==> src/rtl/rt_align_generator.sv <==
// Residual generator: buffers Xin in a circular alignment FIFO and emits Rout = Xin - Cin
// when the matching IMF sample arrives. Define RT_SAT_EN to saturate instead of wrap.
module rt_align_generator #(
    parameter  int WIDTH = 16,
    parameter  int DEPTH = 16,
    localparam int LW    = $clog2(DEPTH) + 1
) (
    input  logic                    CLK,
    input  logic                    RST_N,
    input  logic                    start,
    input  logic                    x_valid,
    input  logic signed [WIDTH-1:0] Xin,
    input  logic                    c_valid,
    input  logic signed [WIDTH-1:0] Cin,
    output logic                    r_valid,
    output logic signed [WIDTH-1:0] Rout,
    output logic                    follow_start,
    output logic                    ovf,
    output logic                    unf,
    output logic [LW-1:0]           level
);

    localparam int PW = $clog2(DEPTH);

    logic [WIDTH-1:0] r_mem [DEPTH];
    logic [PW-1:0]    r_wptr;
    logic [PW-1:0]    r_rptr;
    logic [LW-1:0]    r_level;
    logic             r_rvalid;
    logic [WIDTH-1:0] r_rout;
    logic             r_fs;
    logic             r_ovf;
    logic             r_unf;

    logic             w_full;
    logic             w_empty;
    logic             w_pop;
    logic             w_push;
    logic [PW-1:0]    w_widx;
    logic [WIDTH-1:0] w_head;
    logic [WIDTH:0]   w_diff;
    logic [WIDTH-1:0] w_res;

    assign w_full  = (r_level == LW'(DEPTH));
    assign w_empty = (r_level == '0);
    assign w_pop   = !start && c_valid && !w_empty;
    // A flushing start always has room, so the sample lands in slot 0 of the new record.
    assign w_push  = x_valid && (start || !w_full || w_pop);
    assign w_widx  = start ? '0 : r_wptr;
    assign w_head  = r_mem[r_rptr];
    assign w_diff  = {w_head[WIDTH-1], w_head} - {Cin[WIDTH-1], Cin};

    always_comb begin
        w_res = w_diff[WIDTH-1:0];
`ifdef RT_SAT_EN
        if (w_diff[WIDTH] != w_diff[WIDTH-1]) begin
            w_res = w_diff[WIDTH] ? {1'b1, {(WIDTH-1){1'b0}}} : {1'b0, {(WIDTH-1){1'b1}}};
        end
`endif
    end

    always_ff @(posedge CLK) begin
        if (w_push) begin
            r_mem[w_widx] <= Xin;
        end
    end

    always_ff @(posedge CLK or negedge RST_N) begin
        if (!RST_N) begin
            r_wptr   <= '0;
            r_rptr   <= '0;
            r_level  <= '0;
            r_rvalid <= 1'b0;
            r_rout   <= '0;
            r_fs     <= 1'b0;
            r_ovf    <= 1'b0;
            r_unf    <= 1'b0;
        end else begin
            r_fs <= start;
            if (start) begin
                r_wptr   <= w_push ? PW'(1) : '0;
                r_rptr   <= '0;
                r_level  <= LW'(w_push);
                r_rvalid <= 1'b0;
                r_ovf    <= 1'b0;
                r_unf    <= 1'b0;
            end else begin
                if (w_push) begin
                    r_wptr <= r_wptr + PW'(1);
                end
                if (w_pop) begin
                    r_rptr <= r_rptr + PW'(1);
                    r_rout <= w_res;
                end
                r_level  <= r_level + LW'(w_push) - LW'(w_pop);
                r_rvalid <= w_pop;
                if (x_valid && w_full && !w_pop) begin
                    r_ovf <= 1'b1;
                end
                if (c_valid && w_empty) begin
                    r_unf <= 1'b1;
                end
            end
        end
    end

    assign r_valid      = r_rvalid;
    assign Rout         = r_rout;
    assign follow_start = r_fs;
    assign ovf          = r_ovf;
    assign unf          = r_unf;
    assign level        = r_level;

endmodule

==> config.mk <==
export PLATFORM = sky130hd
export DESIGN_NAME = rt_align_generator
export DESIGN_NICKNAME = d
export VERILOG_FILES = /design/src/rtl/rt_align_generator.sv
export SDC_FILE = /design/constraint.sdc
export NUM_CORES = 1
export LEC_CHECK = 0
export CAP_MARGIN = 10
export CORE_MARGIN = 2
export CORE_UTILIZATION = 60
export DETAILED_ROUTE_END_ITERATION = 8
export PLACE_DENSITY_LB_ADDON = 0.15
export SLEW_MARGIN = 20
export SYNTH_ARGS = -nofsm -noshare
export SYNTH_HDL_FRONTEND = slang
export SYNTH_SLANG_ARGS = --single-unit
export TNS_END_PERCENT = 100
==> constraint.sdc <==
create_clock -name CLK -period 4.9 [get_ports CLK]
set_input_delay 0.49 -clock CLK [delete_from_list [all_inputs] [get_ports CLK]]
set_output_delay 0.49 -clock CLK [all_outputs]
set_load 0.005 [all_outputs]
==> impl_metrics.toml, run 1 <==
[detailed_routing]
remaining_drc_errors = 0
route.vias.total = 6244
routedWlPerCell_um = 24.89
drt_iter0_drc = 545
vias_per_cell = 6.158
first_pass_iters = 5
totalWireLength_um = 25230
ant_nets = 0

[run_status]
outcome = "finished clean"

[hold_path]
min_path_type = "in -> async"

[setup_path]
rr_startpoint = "r_rptr[1]"
cp-end-kind = "flip-flop"
path_max_fanout = 28
r2r_cells = 10
critPathArrivalTime_ps = 4270
reg2reg_slack_ps = 1020
required_ps = 5300
crit_type = "reg -> reg"
r2r-end = "Rout[14]"
start_kind = "flip-flop"

[timing]
rsz0062_at_grt = "no"
hold_viol_final = 0
tns_ps = 0
setup_viol = 0
holdWs_ps = 365.3
timing.final.crit_share_pct = 79.15
worst_pin_slew_ps = 544.7
final.min_clock_period_ps = 3878
report.final.slew_viol_count = 0
finClkSkew_ps = 8.408
fmax_mhz = 257.8
maxSlewHeadroom_pct = 63.58

[power_and_ir_drop]
p_per_area_nw_per_um2 = 462.3
p_leak_nw = 4.685
irDropWorstVdd_mv = 0.3745

[clock_tree]
cts_sinks = 289
post_cts_buffers = 0
clk_pin_slew_ps = 60
hold_buffers = 0
clk_path_buf_depth = 3
htreeDepth = 1
cts_made_buffers = 29
ctsRootBufferMaster = "clkbuf_16"
cts_resized = 0
cts_tree = "done"
worstSkewPairLatency_ps = 530

[yosys]
synth_edf_count = 256
synth-main-ff-cell = "edfxtp_1"
seq_area_frac_synth_pct = 71.31
ys_top_cells_by_area = "edfxtp_1 64%, mux4_2 15%, dfrtp_1 6.9%, ha_1 2.4%, nand2_1 1.1%"
postSynthAreaPerCell_um2 = 18.71
syn_nets = 700
synth.ff_latch_count = 289
syn_inst = 638
yosysWarnings = 0
syn-cell-area_um2 = 11940
synth_top_cell_by_area = "edfxtp_1"
synth_cell_types = 49
synth_top_area_share_pct = 64.39
ys_async_sr_fraction_pct = 11.42

[layout]
layout-drive-gt1-share_pct = 19.63
mostFrequentLayoutCell = "edfxtp_1"
final_util_pct = 70.92
instances_no_fill = 1014
fin_nets = 791
stdcell_area_um2 = 13850
insertedDiodeCount = 0
layout_common_cells = "256 x edfxtp_1, 79 x mux4_2, 61 x clkdlybuf4s50_1"
synthToLayoutAreaGrowth_pct = 15.99

[floorplan]
start_util_pct = 61.14
fp.coreArea_um2 = 19530
die_w_um = 145.1
die_area_um2 = 21040
rows = 51
ios = 62
die_h_um = 145.1

[place]
place_hpwl_um = 14520
place_area_um2 = 12970
port_buffers = 61
globalplace.congestion = 0.9193
dp.cells = 963

[global_routing]
grt_pass1_wl_um = 38740
grt.total_usage_pct = 24.46
gr-total-overflow = 0
grt_pass1_vias = 6429
antenna_found_initial = 1
grt_max_degree = 44

[flow_run]
drv_cap = 0
## metal layers
layer / vias up / global-route usage [%] / wire (um)
met2: 292 / 40.88 / 12590
met4: 2 / 5.098 / 503
met1: 3191 / 34.68 / 10100
met3: 46 / 4.465 / 2023
met5: - / 0 / 13
li1: 2713 / - / -
## cells by family (layout without fill, tap and decap cells)
group / after synthesis / after routing / synth area share (%)
multiplexers: 82 / 82 / 15.30
AND/OR/NAND/NOR: 97 / 97 / 3.647
XOR/XNOR: 21 / 21 / 1.603
adder cells (fa/ha/maj): 25 / 25 / 2.746
AO/OA/AOI/OAI: 68 / 68 / 3.500
flip-flops: 289 / 289 / 71.31
buffers and inverters: 56 / 167 / 1.897
## cell type report
| type | instances | area, um2 |
|---|---|---|
| Inverter | 30 | 112.6 |
| Clock buffer | 34 | 744.5 |
| Timing Repair Buffer | 86 | 810.8 |
| Multi-Input combinational cell | 293 | 3199 |
| Clock inverter | 17 | 131.4 |
| Tap cell | 265 | 331.6 |
| Sequential cell | 289 | 8518 |
| Fill cell | 1223 | 5678 |
## power breakdown
part	internal, mW	total (mW)	switching [mW]
Combinational	0.770	1.47	0.703
Clock	1.18	2.04	0.864
Sequential	2.80	2.89	0.0840
## worst max-delay path by stage
| stage | startpoint | end | slack, ps |
|---|---|---|---|
| finish | r_rptr[1] | Rout[14] | 1020 |
| global route | r_rptr[1] | Rout[14] | 780 |
| CTS | r_rptr[1] | Rout[14] | 1050 |
| detailed placement | r_rptr[1] | Rout[14] | 1090 |
| global placement | r_rptr[1] | Rout[14] | 1120 |
| floorplan | r_rptr[0] | Rout[14] | 1270 |
## Yosys cell counts (all sizes together), types with 2 or more instances
cell      n
edfxtp  256
mux4     80
nand2    35
nor2     35
dfrtp    33
inv      30
ha       23
a21oi    22
o21ai    21
clkbuf   16
xnor2    14
buf      10
xor2      7
a21o      5
nand4     5
nand2b    4
nand3     4
o31ai     3
a211oi    2
and3      2
fa        2
nand3b    2
nor2b     2
nor3      2
o21a      2
o21bai    2
or3       2
## per-stage QoR
| step | setup slack (ps) | total power [mW] |
|---|---|---|
| floorplan | 1272 | 3.918 |
| global placement | 1122 | 4.370 |
| detailed placement | 1091 | 4.411 |
| CTS | 1055 | 6.452 |
| global route | 776.6 | 6.694 |
| finish | 1022 | 6.403 |
## flip-flops by register name, summed over array words and instances (netlist names)
signal	flops
r_mem	256
Rout	16
level	5
r_rptr	4
r_wptr	4
follow_start	1
ovf	1
r_valid	1
unf	1
## critical path, stage by stage, from the launching register on
cell      delay [ps]
dfrtp_2          700
buf_4            470
mux4_2           370
mux4_2           500
ha_1             360
a21oi_1          260
o21ai_0          220
a221o_1          330
a21oi_1          190
mux2i_1          200
o311ai_0         130
Note: power is estimated with default switching activity, not from simulation.
==> run 2, diff against run 1 <==
--- a/config.mk
+++ b/config.mk
@@ -7,7 +7,7 @@
 export LEC_CHECK = 0
 export CAP_MARGIN = 10
 export CORE_MARGIN = 2
-export CORE_UTILIZATION = 60
+export CORE_UTILIZATION = 54
 export DETAILED_ROUTE_END_ITERATION = 8
 export PLACE_DENSITY_LB_ADDON = 0.15
 export SLEW_MARGIN = 20
==> constraint.sdc (replaced) <==
create_clock -name CLK -period 3.55 [get_ports CLK]
set_input_delay 0.355 -clock CLK [delete_from_list [all_inputs] [get_ports CLK]]
set_output_delay 0.355 -clock CLK [all_outputs]
set_load 0.005 [all_outputs]
==> run 2 against run 1 <==
Net effect: clock power rose by 46%; sequential power grew 37%; hold slack worse by 140 ps; global-route usage shrank 1.1 points; critical path depth increased by 3; count of clock-buffer cells in the layout increased by 1; sequential share of layout area is 2.5 points lower; non-clock buffer count rose by 35; critical endpoint unchanged; largest power group unchanged.
==> impl_metrics.toml, run 2 (synthesized netlist as in run 1, its figures left out) <==
[run_status]
outcome = "finished clean"

[setup_path]
cp-end-kind = "flip-flop"
reg2reg_slack_ps = 110
critical_path.endpoint = "Rout[14]"
r2r_cells = 13
start_kind = "flip-flop"
critPathLaunch = "r_rptr[0]"
required_ps = 3990
critPathArrivalTime_ps = 3880
crit_type = "reg -> reg"
path_max_fanout = 4
r2r-end = "Rout[14]"
rr_startpoint = "r_rptr[0]"

[clock_tree]
cts_tree = "done"
clk_pin_slew_ps = 60
htreeDepth = 1
clk_path_buf_depth = 3
cts_sinks = 289
worstSkewPairLatency_ps = 560
cts_made_buffers = 29
ctsRootBufferMaster = "clkbuf_16"

[floorplan]
die_w_um = 152.7
rows = 54
fp.coreArea_um2 = 21760
die_area_um2 = 23310
ios = 62
die_h_um = 152.7
start_util_pct = 54.88

[timing]
report.final.slew_viol_count = 0
fmax_mhz = 290.6
maxSlewHeadroom_pct = 54.63
hold_viol_final = 0
final.min_clock_period_ps = 3441
holdWs_ps = 220.8
worst_pin_slew_ps = 678.4
rsz0062_at_grt = "yes"
finClkSkew_ps = 18.83
setup_viol = 0
tns_ps = 0
timing.final.crit_share_pct = 96.94

[layout]
regMostFlops = "r_mem"
synthToLayoutAreaGrowth_pct = 20.98
layout-drive-gt1-share_pct = 25.86
largest_reg_flops = 256
instances_no_fill = 1065
layout_common_cells = "256 x edfxtp_1, 79 x mux4_2, 61 x clkdlybuf4s50_1"
multiInputGateArea_um2 = 3301
final_util_pct = 66.39
insertedDiodeCount = 0
n_fill_cell = 1485
regArea_um2 = 8518
fin_nets = 826
mostFrequentLayoutCell = "edfxtp_1"

[hold_path]
min_path_type = "in -> async"

[global_routing]
antenna_found_initial = 0
grt_pass1_vias = 6675
grt.total_usage_pct = 23.34
grt_max_degree = 35
grt_pass1_wl_um = 40590
gr-total-overflow = 0

[detailed_routing]
route.vias.total = 6384
remaining_drc_errors = 0
routedWlPerCell_um = 25.11
totalWireLength_um = 26750
drt_iter0_drc = 602
ant_nets = 0
vias_per_cell = 5.994
first_pass_iters = 4

[place]
globalplace.congestion = 0.8822
place_hpwl_um = 16940
port_buffers = 61
dp.cells = 1010

[power_and_ir_drop]
p_leak_nw = 4.939
irDropWorstVdd_mv = 0.4077
p_per_area_nw_per_um2 = 648.5
finalPower_mw = 9.367

[flow_run]
drv_cap = 0
-- run 2: changes by cell type in the layout (fill, tap and decap cells not counted), moves of 2 or more --
cell,change
buf_4,+21
ha_1,-4
buf_6,+2
o21ai_0,-3
ha_4,+2
ha_2,+2
a21oi_1,-8
buf_12,+11
clkinv_1,-2
a21oi_2,+7
o21ai_1,+3
-- run 2: worst min path at each step --
stage | end | from | slack [ps]
final | r_rptr[0] | RST_N | 220
after global routing | level[3] | RST_N | 260
after CTS | level[0] | RST_N | 220
after detailed placement | Rout[1] | Rout[1] | 470
after global placement | Rout[1] | Rout[1] | 460
after floorplan | Rout[0] | RST_N | 60
-- run 2: worst max-delay path: stages (launching register included) --
cell	delay, ps
dfrtp_4	430
buf_6	150
mux4_2	490
mux4_2	480
inv_2	90
ha_1	160
inv_1	60
fa_2	360
a21o_1	170
a21o_1	220
a211o_1	320
a211oi_1	210
mux2i_1	100
o311ai_0	100
-- run 2: timing repair --
action,4_1_cts,5_1_grt
hold buffers,0,0
pin swaps,1,2
gates resized for setup,5,20
gates cloned,1,0
setup endpoints to repair,6,10
setup buffers,2,0
-- run 2: stage by stage --
stage | instance area, um2 | setup WS [ps]
finish | 14440 | 108.6
global route | 14440 | -21.26
CTS | 14350 | 8.584
detailed placement | 13360 | -24.27
global placement | 13360 | -23.62
floorplan | 11940 | 19.82
-- run 2: final cells by class --
type / count / share of cell area [%]
flip-flops and latches: 289 / 58.97
multi-input cells: 293 / 22.85
repair buffers: 121 / 8.610
clock buffers: 35 / 5.180
well taps: 280 / 2.425
clock inverters: 17 / 1.178
inverters: 30 / 0.7796
-- run 2: metal layers --
| layer | up-vias | global-route usage [%] | wire length [um] |
|---|---|---|---|
| li1 | 2795 | - | - |
| met1 | 3326 | 32.46 | 11060 |
| met2 | 220 | 39.14 | 13530 |
| met3 | 43 | 3.868 | 1595 |
| met4 | 0 | 6.041 | 565 |
| met5 | - | 0 | 0 |
-- run 2: power by group --
group          internal, mW  switching, mW  total [mW]  leakage, nW
sequential             3.87          0.102        3.97         2.73
combinational          1.32           1.11        2.43         1.76
clock                  1.72           1.25        2.97        0.450
total                  6.90           2.46        9.37         4.94
==> run 3, diff against run 2 <==
--- a/config.mk
+++ b/config.mk
@@ -7,7 +7,7 @@
 export LEC_CHECK = 0
 export CAP_MARGIN = 10
 export CORE_MARGIN = 2
-export CORE_UTILIZATION = 54
+export CORE_UTILIZATION = 60
 export DETAILED_ROUTE_END_ITERATION = 8
 export PLACE_DENSITY_LB_ADDON = 0.15
 export SLEW_MARGIN = 20
==> constraint.sdc (replaced) <==
create_clock -name CLK -period 4.1 [get_ports CLK]
set_input_delay 0.41 -clock CLK [delete_from_list [all_inputs] [get_ports CLK]]
set_output_delay 0.41 -clock CLK [all_outputs]
set_load 0.005 [all_outputs]
==> run 3 against run 2 <==
Net effect: cell area fell by 3.1%; first-iteration DRC count shrank 15%; flip-flop and latch count stayed put; highest routed layer unchanged; via count decreased by 1.6%; hold slack gained 160 ps; maximum frequency fell by 9.2%; final cell count shrank 4.2%; power shrank 15%.
==> impl_metrics.toml, run 3 (synthesized netlist as in run 1, its figures left out) <==
[setup_path]
required_ps = 4510
start_kind = "flip-flop"
critPathArrivalTime_ps = 4200
path_max_fanout = 38
cp-end-kind = "flip-flop"
crit_type = "reg -> reg"

[timing]
hold_viol_final = 0
fmax_mhz = 263.7
report.final.slew_viol_count = 0
timing.final.crit_share_pct = 92.48
final.min_clock_period_ps = 3792
holdWs_ps = 378.8
maxSlewHeadroom_pct = 37.75
setup_viol = 0
finClkSkew_ps = 10.66
tns_ps = 0
worst_pin_slew_ps = 930.8
rsz0062_at_grt = "no"

[clock_tree]
cts_made_buffers = 29
post_cts_buffers = 0
cts_resized = 0
ctsRootBufferMaster = "clkbuf_16"
hold_buffers = 0
clk_pin_slew_ps = 60
cts_sinks = 289
cts_tree = "done"
worstSkewPairLatency_ps = 550
htreeDepth = 1
clk_path_buf_depth = 3

[detailed_routing]
totalWireLength_um = 25440
vias_per_cell = 6.156
remaining_drc_errors = 0
drt_iter0_drc = 509
ant_nets = 0
routedWlPerCell_um = 24.94
route.vias.total = 6279
first_pass_iters = 5

[floorplan]
ios = 62
rows = 51
die_h_um = 145.1
die_area_um2 = 21040
die_w_um = 145.1
fp.coreArea_um2 = 19530
start_util_pct = 61.14

[layout]
n_fill_cell = 1203
instances_no_fill = 1020
layout_common_cells = "256 x edfxtp_1, 79 x mux4_2, 61 x clkdlybuf4s50_1"
synthToLayoutAreaGrowth_pct = 17.28
largest_reg_flops = 256
fin_nets = 794
stdcell_area_um2 = 14000
layout-drive-gt1-share_pct = 20.69
mostFrequentLayoutCell = "edfxtp_1"
regMostFlops = "r_mem"

[power_and_ir_drop]
finalPower_mw = 7.954
p_leak_nw = 4.752
irDropWorstVdd_mv = 0.4093
p_per_area_nw_per_um2 = 568.0

[hold_path]
min_path_type = "in -> async"

[flow_run]
drv_cap = 0

[place]
dp.cells = 966
place_area_um2 = 13010
port_buffers = 61
place_hpwl_um = 14980
globalplace.congestion = 0.8296

[global_routing]
antenna_found_initial = 1
grt_max_degree = 39
grt_pass1_vias = 6588
grt.total_usage_pct = 25.16
gr-total-overflow = 0
grt_pass1_wl_um = 39310

[run_status]
outcome = "finished clean"
==> run 3: changes by cell type in the layout (fill, tap and decap cells not counted), sizes merged <==
cell      previous run  this run
inv                 31        32
bufbuf               1         0
clkbuf              35        34
diode                0         1
clkinv              12         9
clkinvlp             1         3
buf                 59        28
bufinv               3         5
==> run 3: path summary, 6_finish.rpt <==
| path | end | from | cells past startpoint | slack [ps] |
|---|---|---|---|---|
| worst max-delay path | Rout[14] | r_rptr[0] | 10 | 310 |
| worst min-delay path | r_wptr[3] | RST_N | 1 | 380 |
| worst max register to register | Rout[14] | r_rptr[0] | 10 | 310 |
| worst min register to register | Rout[1] | Rout[1] | 2 | 470 |
| max in group asynchronous | r_valid | RST_N | 2 | 2950 |
| min in group CLK | Rout[1] | Rout[1] | 2 | 470 |
==> run 3: critical path, cell delays in order, from the launching register on <==
cell and delay (ps):
dfrtp_4 610, buf_12 330, mux4_2 560, mux4_2 500, ha_1 370, a21oi_1 250
o21ai_0 170, a221o_1 320, a21oi_1 190, mux2i_1 190, o311ai_0 130
==> run 3: metrics by stage <==
step / utilization (%) / setup slack (ps)
6_report: 71.71 / 308.2
5_1_grt: 71.70 / 58.15
4_1_cts: 71.70 / 273.7
3_5_place_dp: 66.62 / 331.2
3_3_place_gp: 66.62 / 383.3
2_1_floorplan: - / 471.7
==> run 3: cell type report <==
cell class	count	area, um2	area share, %
sequential	289	8518	60.83
multi-input combinational	293	3199	22.85
timing repair buffer	89	845.8	6.041
clock buffer	34	744.5	5.317
tap	265	331.6	2.368
clock inverter	19	247.7	1.769
inverter	30	112.6	0.8042
antenna	1	2.502	0.01787
==> run 3: power breakdown <==
part | switching (mW) | internal (mW) | leakage [nW]
sequential | 0.118 | 3.35 | 2.73
combinational | 0.835 | 0.936 | 1.54
clock | 1.09 | 1.63 | 0.476
==> run 3: routing by layer <==
metal | GRT usage, % | wire length, um
met4 | 7.549 | 646
met3 | 5.314 | 2154
met1 | 33.23 | 9742
met2 | 42.88 | 12900
met5 | 0 | 0
